### src/rtl/regfile_dump_reader.sv
// Register file dump engine.
// Walks the register indices in order and drives the spare combinational read port.
// Each {index, value} is presented as one beat on a valid/ready stream.
// The engine does not stall datapath writes. A write that lands on the same edge
// as the capture is not seen, because the read data is sampled before that edge.
module regfile_dump_reader #(
   parameter int unsigned NUM_REGS  = 32,
   parameter int unsigned ADDR_W    = 5,
   parameter int unsigned DATA_W    = 32,
   parameter bit          SKIP_ZERO = 1'b0
) (
   input  logic              clk,
   input  logic              rst,
   input  logic              start,
   output logic [ADDR_W-1:0] rd_addr,
   input  logic [DATA_W-1:0] rd_data,
   output logic              dump_valid,
   input  logic              dump_ready,
   output logic [ADDR_W-1:0] dump_index,
   output logic [DATA_W-1:0] dump_data,
   output logic              dump_last,
   output logic              busy,
   output logic              done
);

   // x0 is hardwired to zero, so the walk may begin at index 1.
   localparam logic [ADDR_W-1:0] FIRST_IDX = SKIP_ZERO ? ADDR_W'(1) : '0;
   localparam logic [ADDR_W-1:0] LAST_IDX  = ADDR_W'(NUM_REGS - 1);

   typedef enum logic [1:0] {
      StIdle,
      StRead,
      StSend,
      StDone
   } state_e;

   state_e            state_q;
   logic [ADDR_W-1:0] idx_q;

   // Walk FSM. Every output is registered, so consumers see glitch-free beats.
   always_ff @(posedge clk or posedge rst) begin
      if (rst) begin
         state_q    <= StIdle;
         idx_q      <= '0;
         rd_addr    <= '0;
         dump_valid <= 1'b0;
         dump_index <= '0;
         dump_data  <= '0;
         dump_last  <= 1'b0;
         busy       <= 1'b0;
         done       <= 1'b0;
      end else begin
         done <= 1'b0;
         unique case (state_q)
            StIdle: begin
               rd_addr <= '0;
               if (start) begin
                  idx_q   <= FIRST_IDX;
                  rd_addr <= FIRST_IDX;
                  busy    <= 1'b1;
                  state_q <= StRead;
               end
            end
            StRead: begin
               // rd_addr has been stable for this whole cycle, so rd_data is the snapshot.
               dump_data  <= rd_data;
               dump_index <= idx_q;
               dump_last  <= (idx_q == LAST_IDX);
               dump_valid <= 1'b1;
               state_q    <= StSend;
            end
            StSend: begin
               // dump_valid is always high here. The beat holds until it is accepted.
               if (dump_ready) begin
                  dump_valid <= 1'b0;
                  if (dump_last) begin
                     done    <= 1'b1;
                     state_q <= StDone;
                  end else begin
                     idx_q   <= idx_q + 1'b1;
                     rd_addr <= idx_q + 1'b1;
                     state_q <= StRead;
                  end
               end
            end
            StDone: begin
               busy    <= 1'b0;
               rd_addr <= '0;
               state_q <= StIdle;
            end
            default: begin
               state_q <= StIdle;
            end
         endcase
      end
   end

endmodule

### config.mk
export PLATFORM = sky130hd
export DESIGN_NAME = regfile_dump_reader
export DESIGN_NICKNAME = d
export VERILOG_FILES = /design/src/rtl/regfile_dump_reader.sv
export SDC_FILE = /design/constraint.sdc
export NUM_CORES = 1
export LEC_CHECK = 0
export CORE_UTILIZATION = 49
export CTS_BUF_LIST = sky130_fd_sc_hd__clkbuf_4 sky130_fd_sc_hd__clkbuf_8
export DETAILED_ROUTE_END_ITERATION = 12
export GPL_TIMING_DRIVEN = 0
export PLACE_DENSITY = 0.84
export SLEW_MARGIN = 0
export SYNTH_ARGS = -nofsm -noshare
export SYNTH_HDL_FRONTEND = slang
export SYNTH_SLANG_ARGS = --single-unit
### constraint.sdc
create_clock -name clk -period 2.8 [get_ports clk]
set_input_delay 0.56 -clock clk [delete_from_list [all_inputs] [get_ports clk]]
set_output_delay 0.56 -clock clk [all_outputs]
set_load 0.01 [all_outputs]
==> metrics.md, run 1 <==
| Metric | Value |
|---|---|
| Htree depth | 2 |
| First-pass GRT wire length | approximately 7300 um |
| Antenna violations before repair | 0 |
| Post-Synth Simple-Gate Area | under 10% |
| Initial cell density of the core | between 50% and 60% |
| Bufs and invs on worst path | 1 |
| Post-Place Setup Slack | between 0.8 and 0.9 ns |
| Max IR drop VDD | approximately 0.67 mV |
| Hold Crit Class | in -> async |
| Core area | ~0.0044 mm2 |
| Synth area leader | dfrtp_1 |
| Nets | between 200 and 300 |
| Synth Area in XOR/XNOR | less than 1% |
| PortBufs | 81 |
| CP peak stage delay | between 0.5 and 0.6 ns |
| Synth Net Count | slightly below 200 |
| Setup WS post-layout | roughly 0.90 ns |
| Post-CTS Setup Bufs | 0 |
| Yosys warns | 0 |
| Clk Latency, worst-skew pair | roughly 0.3 ns |
| Static Leak | roughly 1.4 nW |
| Max-cap violations | 0 |
| Unrepaired setup endpoints after global routing | false |
| Drt total wl | 4270 um |
| Ports | around 80 |
| CP Max Fanout | 7 |
| CTS Buffer Depth | 2 |
| Top-area cell type share of the netlist area | between 60% and 70% |
| Synth cell types | 31 |
| Multi-input logic area | around 810 um2 |
| Synth top area cells | dfrtp_1, mux2_2, ha_1 |
| Number of diodes | 0 |
| Layout cells sized above 1 | about a quarter |
| Max Freq | about 530 MHz |
| Post-synth top flop | dfrtp_1 |
| Synth Register Bits | 53 |
| Clk slew on worst S/H paths | ~0.090 ns |
| DRC | 0 |
| Critical path arrival | between 1 and 1.5 ns |
| DR vias | roughly 1500 |
| Power Density | ~1000 mW/mm2 |
| Tcrit/Tclk final | 67.7% |
| CP Cell Sequence | clkdlybuf4s50_1 |
| CP endpoint kind | output port |
| Initial drt markers | 43 |
| Final hold vios | 0 |
| CTS tree | built |
| Post-layout minimum cycle time | 1.90 ns |
| Antenna-violating nets left | 0 |
| Crit path kind | reg -> out |
| Die Width | 69.1 um |
| Post-synth design cell area | approximately 0.0022 mm2 |
| Kind of start point of the critical path | flip-flop |
| Layout Cells excl Fill | slightly below 300 |
| Routability cong. | 0.728 |
| WL per Instance | 14.6 um |
| Sequential cell area | approximately 0.0013 mm2 |
| Status | finished clean |
| Cts hold-fix bufs | 0 |
| Setup Skew | between 0.005 and 0.006 ns |
| Final Max Slew Viols | 0 |
| Top-count cell post-synth | dfrtp_1 |
| Synth Area in Adders | under 10% |
| Via density per instance | just over 5 |
| Die area | 0.00478 mm2 |
| Top post-synthesis cells by count | dfrtp_1, mux2_2, inv_1, ha_1, buf_2 |
| Placed Cells | approximately 290 |
| Cts bufs inserted | 5 |
| Number of synthesized flops with an enable pin | 0 |
| Fillers | 304 |
| Endpoints failing setup | 0 |
| Synth Area in Compound Gates | 6.63% |
| Post-synth ARST share | between 90% and 100% |
| Max_slew headroom | 73.1% |
| Vias in the first global route | between 1500 and 2000 |
| Main combinational cell family by area after synthesis | multiplexers |
| Largest delay share family, worst path | buffers and inverters |
| Worst slew pin tran | just under 0.4 ns |
| Mux cell area share after synthesis | around 22% |
| Root buf cell | clkbuf_8 |
| CTS resizes | 0 |
| Die Y-Extent | roughly 69 um |
| GR Util All Layers | 19.6% |
| Largest net degree at the start of global routing | 43 |
| Post-Synthesis Cells | between 150 and 200 |
| Syn avg cell area | approximately 15 um2 |
| Worst path required time | 2.24 ns |
| Grt ovf | 0 |
| Area growth syn-to-layout | 44.7% |
| Seq/Total Area, Yosys | between 60% and 70% |
| Std cell rows | 24 |
| DP Wirelength | roughly 3200 um |
| Clk sinks | 53 |
| Total negative setup slack | 0 ns |
| CP max stage cell | clkdlybuf4s50_1 |
| First-pass DRT Iterations | 4 |
logic make-up after synthesis:
family                   count (synthesis)
flip-flops                              53
multiplexers                            43
AO/OA/AOI/OAI                           17
AND/OR/NAND/NOR                         16
buffers and inverters                   15
adder cells (fa/ha/maj)                  6
XOR/XNOR                                 1
power breakdown:
| part | switching (W) | internal, W |
|---|---|---|
| clock | 0.000228 | 0.000206 |
| combinational | 0.000649 | 0.000993 |
| sequential | 0.000166 | 0.00107 |
worst paths after layout:
check / start / to / slack, ns / depth (start not counted)
worst min-delay path: rst / dump_data[9] / 0.51 / 2
worst max-delay path: dump_last / dump_last / 0.90 / 1
worst max register to register: state_q[1] / dump_data[25] / 1.06 / 5
worst min register to register: dump_data[20] / dump_data[20] / 0.51 / 1
max in group asynchronous: rst / rd_addr[3] / 1.79 / 3
min in group clk: dump_data[20] / dump_data[20] / 0.51 / 1
routing by layer:
layer	wire length [um]	GRT usage [%]	vias to the layer above	part of all wire, %
met3	264	6.87	5	6.2
met5	0	0	-	0
met1	1850	24.4	725	43
li1	-	-	703	-
met4	61	6.12	0	1.4
met2	2090	31.9	57	49
cell type report:
class | instances | share of cell area, %
Buffer | 7 | 1.25
Clock buffer | 7 | 2.82
Inverter | 8 | 0.940
Multi-Input combinational cell | 83 | 25.4
Sequential cell | 53 | 41.5
Tap cell | 52 | 2.04
Timing Repair Buffer | 82 | 26.0
stage by stage:
| stage | total power, W | utilization (%) | hold WS [ns] | cell area (um2) |
|---|---|---|---|---|
| 2_1_floorplan | 0.00213 | - | 0.497 | 2210 |
| 3_3_place_gp | 0.00286 | 70.8 | 0.489 | 3080 |
| 3_5_place_dp | 0.00291 | 71.3 | 0.494 | 3100 |
| 4_1_cts | 0.00335 | 73.3 | 0.514 | 3190 |
| 5_1_grt | 0.00353 | 73.3 | 0.521 | 3190 |
| 6_report | 0.00331 | 73.3 | 0.509 | 3190 |
sequential cells by signal, summed over array words and instances (netlist names):
| signal | count |
|---|---|
| idx_q | 5 |
| dump_valid | 1 |
| dump_last | 1 |
| done | 1 |
| dump_data | 32 |
| rd_addr | 5 |
| busy | 1 |
| state_q | 2 |
| dump_index | 5 |
layout by cell type (no fill, tap or decap), types with 2 or more instances in the layout:
cell             netlist  final
a21oi_1                3      3
a22o_1                 2      2
and3_1                 2      2
buf_2                  5      5
clkbuf_8               0      6
clkdlybuf4s50_1        0     81
dfrtp_1               53     53
ha_1                   6      6
inv_1                  8      7
mux2_2                40     40
mux2i_1                2      2
nand2_1                3      3
nand2b_1               2      2
nor2_1                 4      4
o2bb2ai_1              3      3
Note: power is estimated with default switching activity, not from simulation.
==> inputs of run 2 (changes only) <==
Settings changed: CORE_UTILIZATION 49 to 46, PLACE_DENSITY 0.84 to 0.8.
Clock period 2.8 ns to 1.8 ns, I/O delays scaled along.
==> run 2 against run 1 <==
  * The run now ends with DRC left
  * First-iteration DRC count grew 16%
  * Non-clock buffer count down 1
  * Global-route usage fell by 2.2 points
  * Critical endpoint unchanged
==> metrics.md, run 2 (same netlist as run 1, synthesis figures left out) <==
| Metric | Value |
|---|---|
| Status | complete, but fails checks |
| Failing checks | DRC |
| Layout cells sized above 1 | between 20 and 30% |
| DP Wirelength | 3070 um |
| Endpoints failing setup | 0 |
| Max-cap violations | 0 |
| Power Density | about 1600 mW/mm2 |
| Critical path arrival | about 1.3 ns |
| Hold Crit Class | in -> async |
| Routability cong. | 0.783 |
| R2R Setup Slk | between 0.1 and 0.15 ns |
| Commonest non-fill, non-tap cell in the layout | clkdlybuf4s50_1 |
| DR vias | 1497 |
| CP endpoint kind | output port |
| Area growth syn-to-layout | 44.7% |
| Htree depth | 2 |
| CP peak stage delay | about 0.58 ns |
| Via density per instance | just over 5 |
| Antenna-violating nets left | 0 |
| Number of diodes | 0 |
| Largest delay share family, worst path | buffers and inverters |
| Bufs and invs on worst path | 1 |
| Worst path required time | roughly 1.4 ns |
| CP Cell Sequence | clkdlybuf4s50_1 |
| Multi-input logic area | around 810 um2 |
| Placed Cells | 285 |
| Biggest register | dump_data |
| WL per Instance | about 14 um |
| Fillers | between 300 and 400 |
| DRC | 8 |
| Max_slew headroom | about two thirds |
| Vias in the first global route | around 1500 |
| Ports | 82 |
| Worst slew pin tran | 0.486 ns |
| Drt total wl | 4130 um |
| Die area | a little over 0.005 mm2 |
| Nets | ~280 |
| Final hold vios | 0 |
| Std cell rows | 24 |
| Max Freq | slightly below 600 MHz |
| Initial drt markers | 50 |
| Placed inst area | about 0.0031 mm2 |
| Max IR drop VDD | 0.831 mV |
| Initial cell density of the core | 49.3% |
| Post-Place Setup Slack | 0.0199 ns |
| Static Leak | ~1.4 nW |
| Sequential cell area | around 0.0013 mm2 |
| CP Max Fanout | 7 |
| Post-layout minimum cycle time | 1.70 ns |
| Grt ovf | 0 |
| Unrepaired setup endpoints after global routing | false |
| Root buf cell | clkbuf_8 |
| CTS Buffer Depth | 2 |
| Total negative setup slack | 0 ns |
| CP max stage cell | clkdlybuf4s50_1 |
| PortBufs | 81 |
| Clk slew on worst S/H paths | approximately 0.090 ns |
| Layout Cells excl Fill | approximately 300 |
| GR Util All Layers | between 10% and 20% |
| Clk sinks | 53 |
| Setup Skew | ~0.005 ns |
| Largest net degree at the start of global routing | 32 |
| Final Max Slew Viols | 0 |
| Setup WS post-layout | ~0.1 ns |
| Die Y-Extent | 71.3 um |
| CTS tree | built |
| Cts hold-fix bufs | 0 |
| Kind of start point of the critical path | flip-flop |
| First-pass GRT wire length | 6700 um |
| Die Width | 71.3 um |
| Cts bufs inserted | 5 |
| First-pass DRT Iterations | 8 |
| Tcrit/Tclk final | 94.3% |
| Max reg flops | 32 |
| Most frequent cells in the layout | clkdlybuf4s50_1, dfrtp_1, mux2_2 |
| Core area | 0.00447 mm2 |
| Pwr Total | just over 0.005 W |
| Antenna violations before repair | 0 |
| Crit path kind | reg -> out |
| Clk Latency, worst-skew pair | about 0.3 ns |
| Final Cell Area | ~0.0032 mm2 |
run 2: cell count changes in the layout (fill, tap and decap cells not counted):
cell      delta
clkbuf_1     -1
clkinv_2     +2
clkbuf_8     -1
clkbuf_4     +3
buf_2        -3
run 2: final timing paths:
path                            cells after the start             to          start
worst min register to register                      1  dump_data[21]  dump_data[21]
max in group asynchronous                           3     rd_addr[0]            rst
worst max register to register                      6       idx_q[0]     state_q[0]
min in group clk                                    1  dump_data[21]  dump_data[21]
worst max-delay path                                1      dump_last      dump_last
worst min-delay path                                2  dump_data[29]            rst
run 2: timing repair:
item | CTS | global route
setup buffers | 0 | 0
gates resized for setup | 0 | 3
endpoints found under the setup margin | 0 | 35
hold endpoints to repair | 0 | 0
run 2: final cells by class:
| class | instances | area share [%] |
|---|---|---|
| clock inverters | 2 | 0.313 |
| repair buffers | 82 | 26.0 |
| clock buffers | 6 | 2.39 |
| inverters | 8 | 0.940 |
| multi-input cells | 83 | 25.4 |
| well taps | 52 | 2.04 |
| flip-flops and latches | 53 | 41.5 |
| plain buffers | 6 | 1.37 |
run 2: metrics by stage:
step | hold slack [ns] | util [%]
after floorplan | 0.497 | -
after global placement | 0.488 | 68.9
after detailed placement | 0.495 | 69.4
after CTS | 0.405 | 71.3
after global routing | 0.429 | 71.4
final | 0.391 | 71.4
run 2: per-layer routing:
metal  track usage [%]  wire [um]
met1              19.2       1750
met2              29.6       1970
met3              7.88        347
met4              6.00         61
met5                 0          0
run 2: report_power, final:
| group | switching, W | internal (W) | total [W] | leakage [nW] |
|---|---|---|---|---|
| Combinational | 0.000995 | 0.00156 | 0.00256 | 0.702 |
| Sequential | 0.000246 | 0.00167 | 0.00191 | 0.655 |
| Clock | 0.000360 | 0.000285 | 0.000645 | 0.0484 |
| Total | 0.00160 | 0.00351 | 0.00511 | 1.41 |
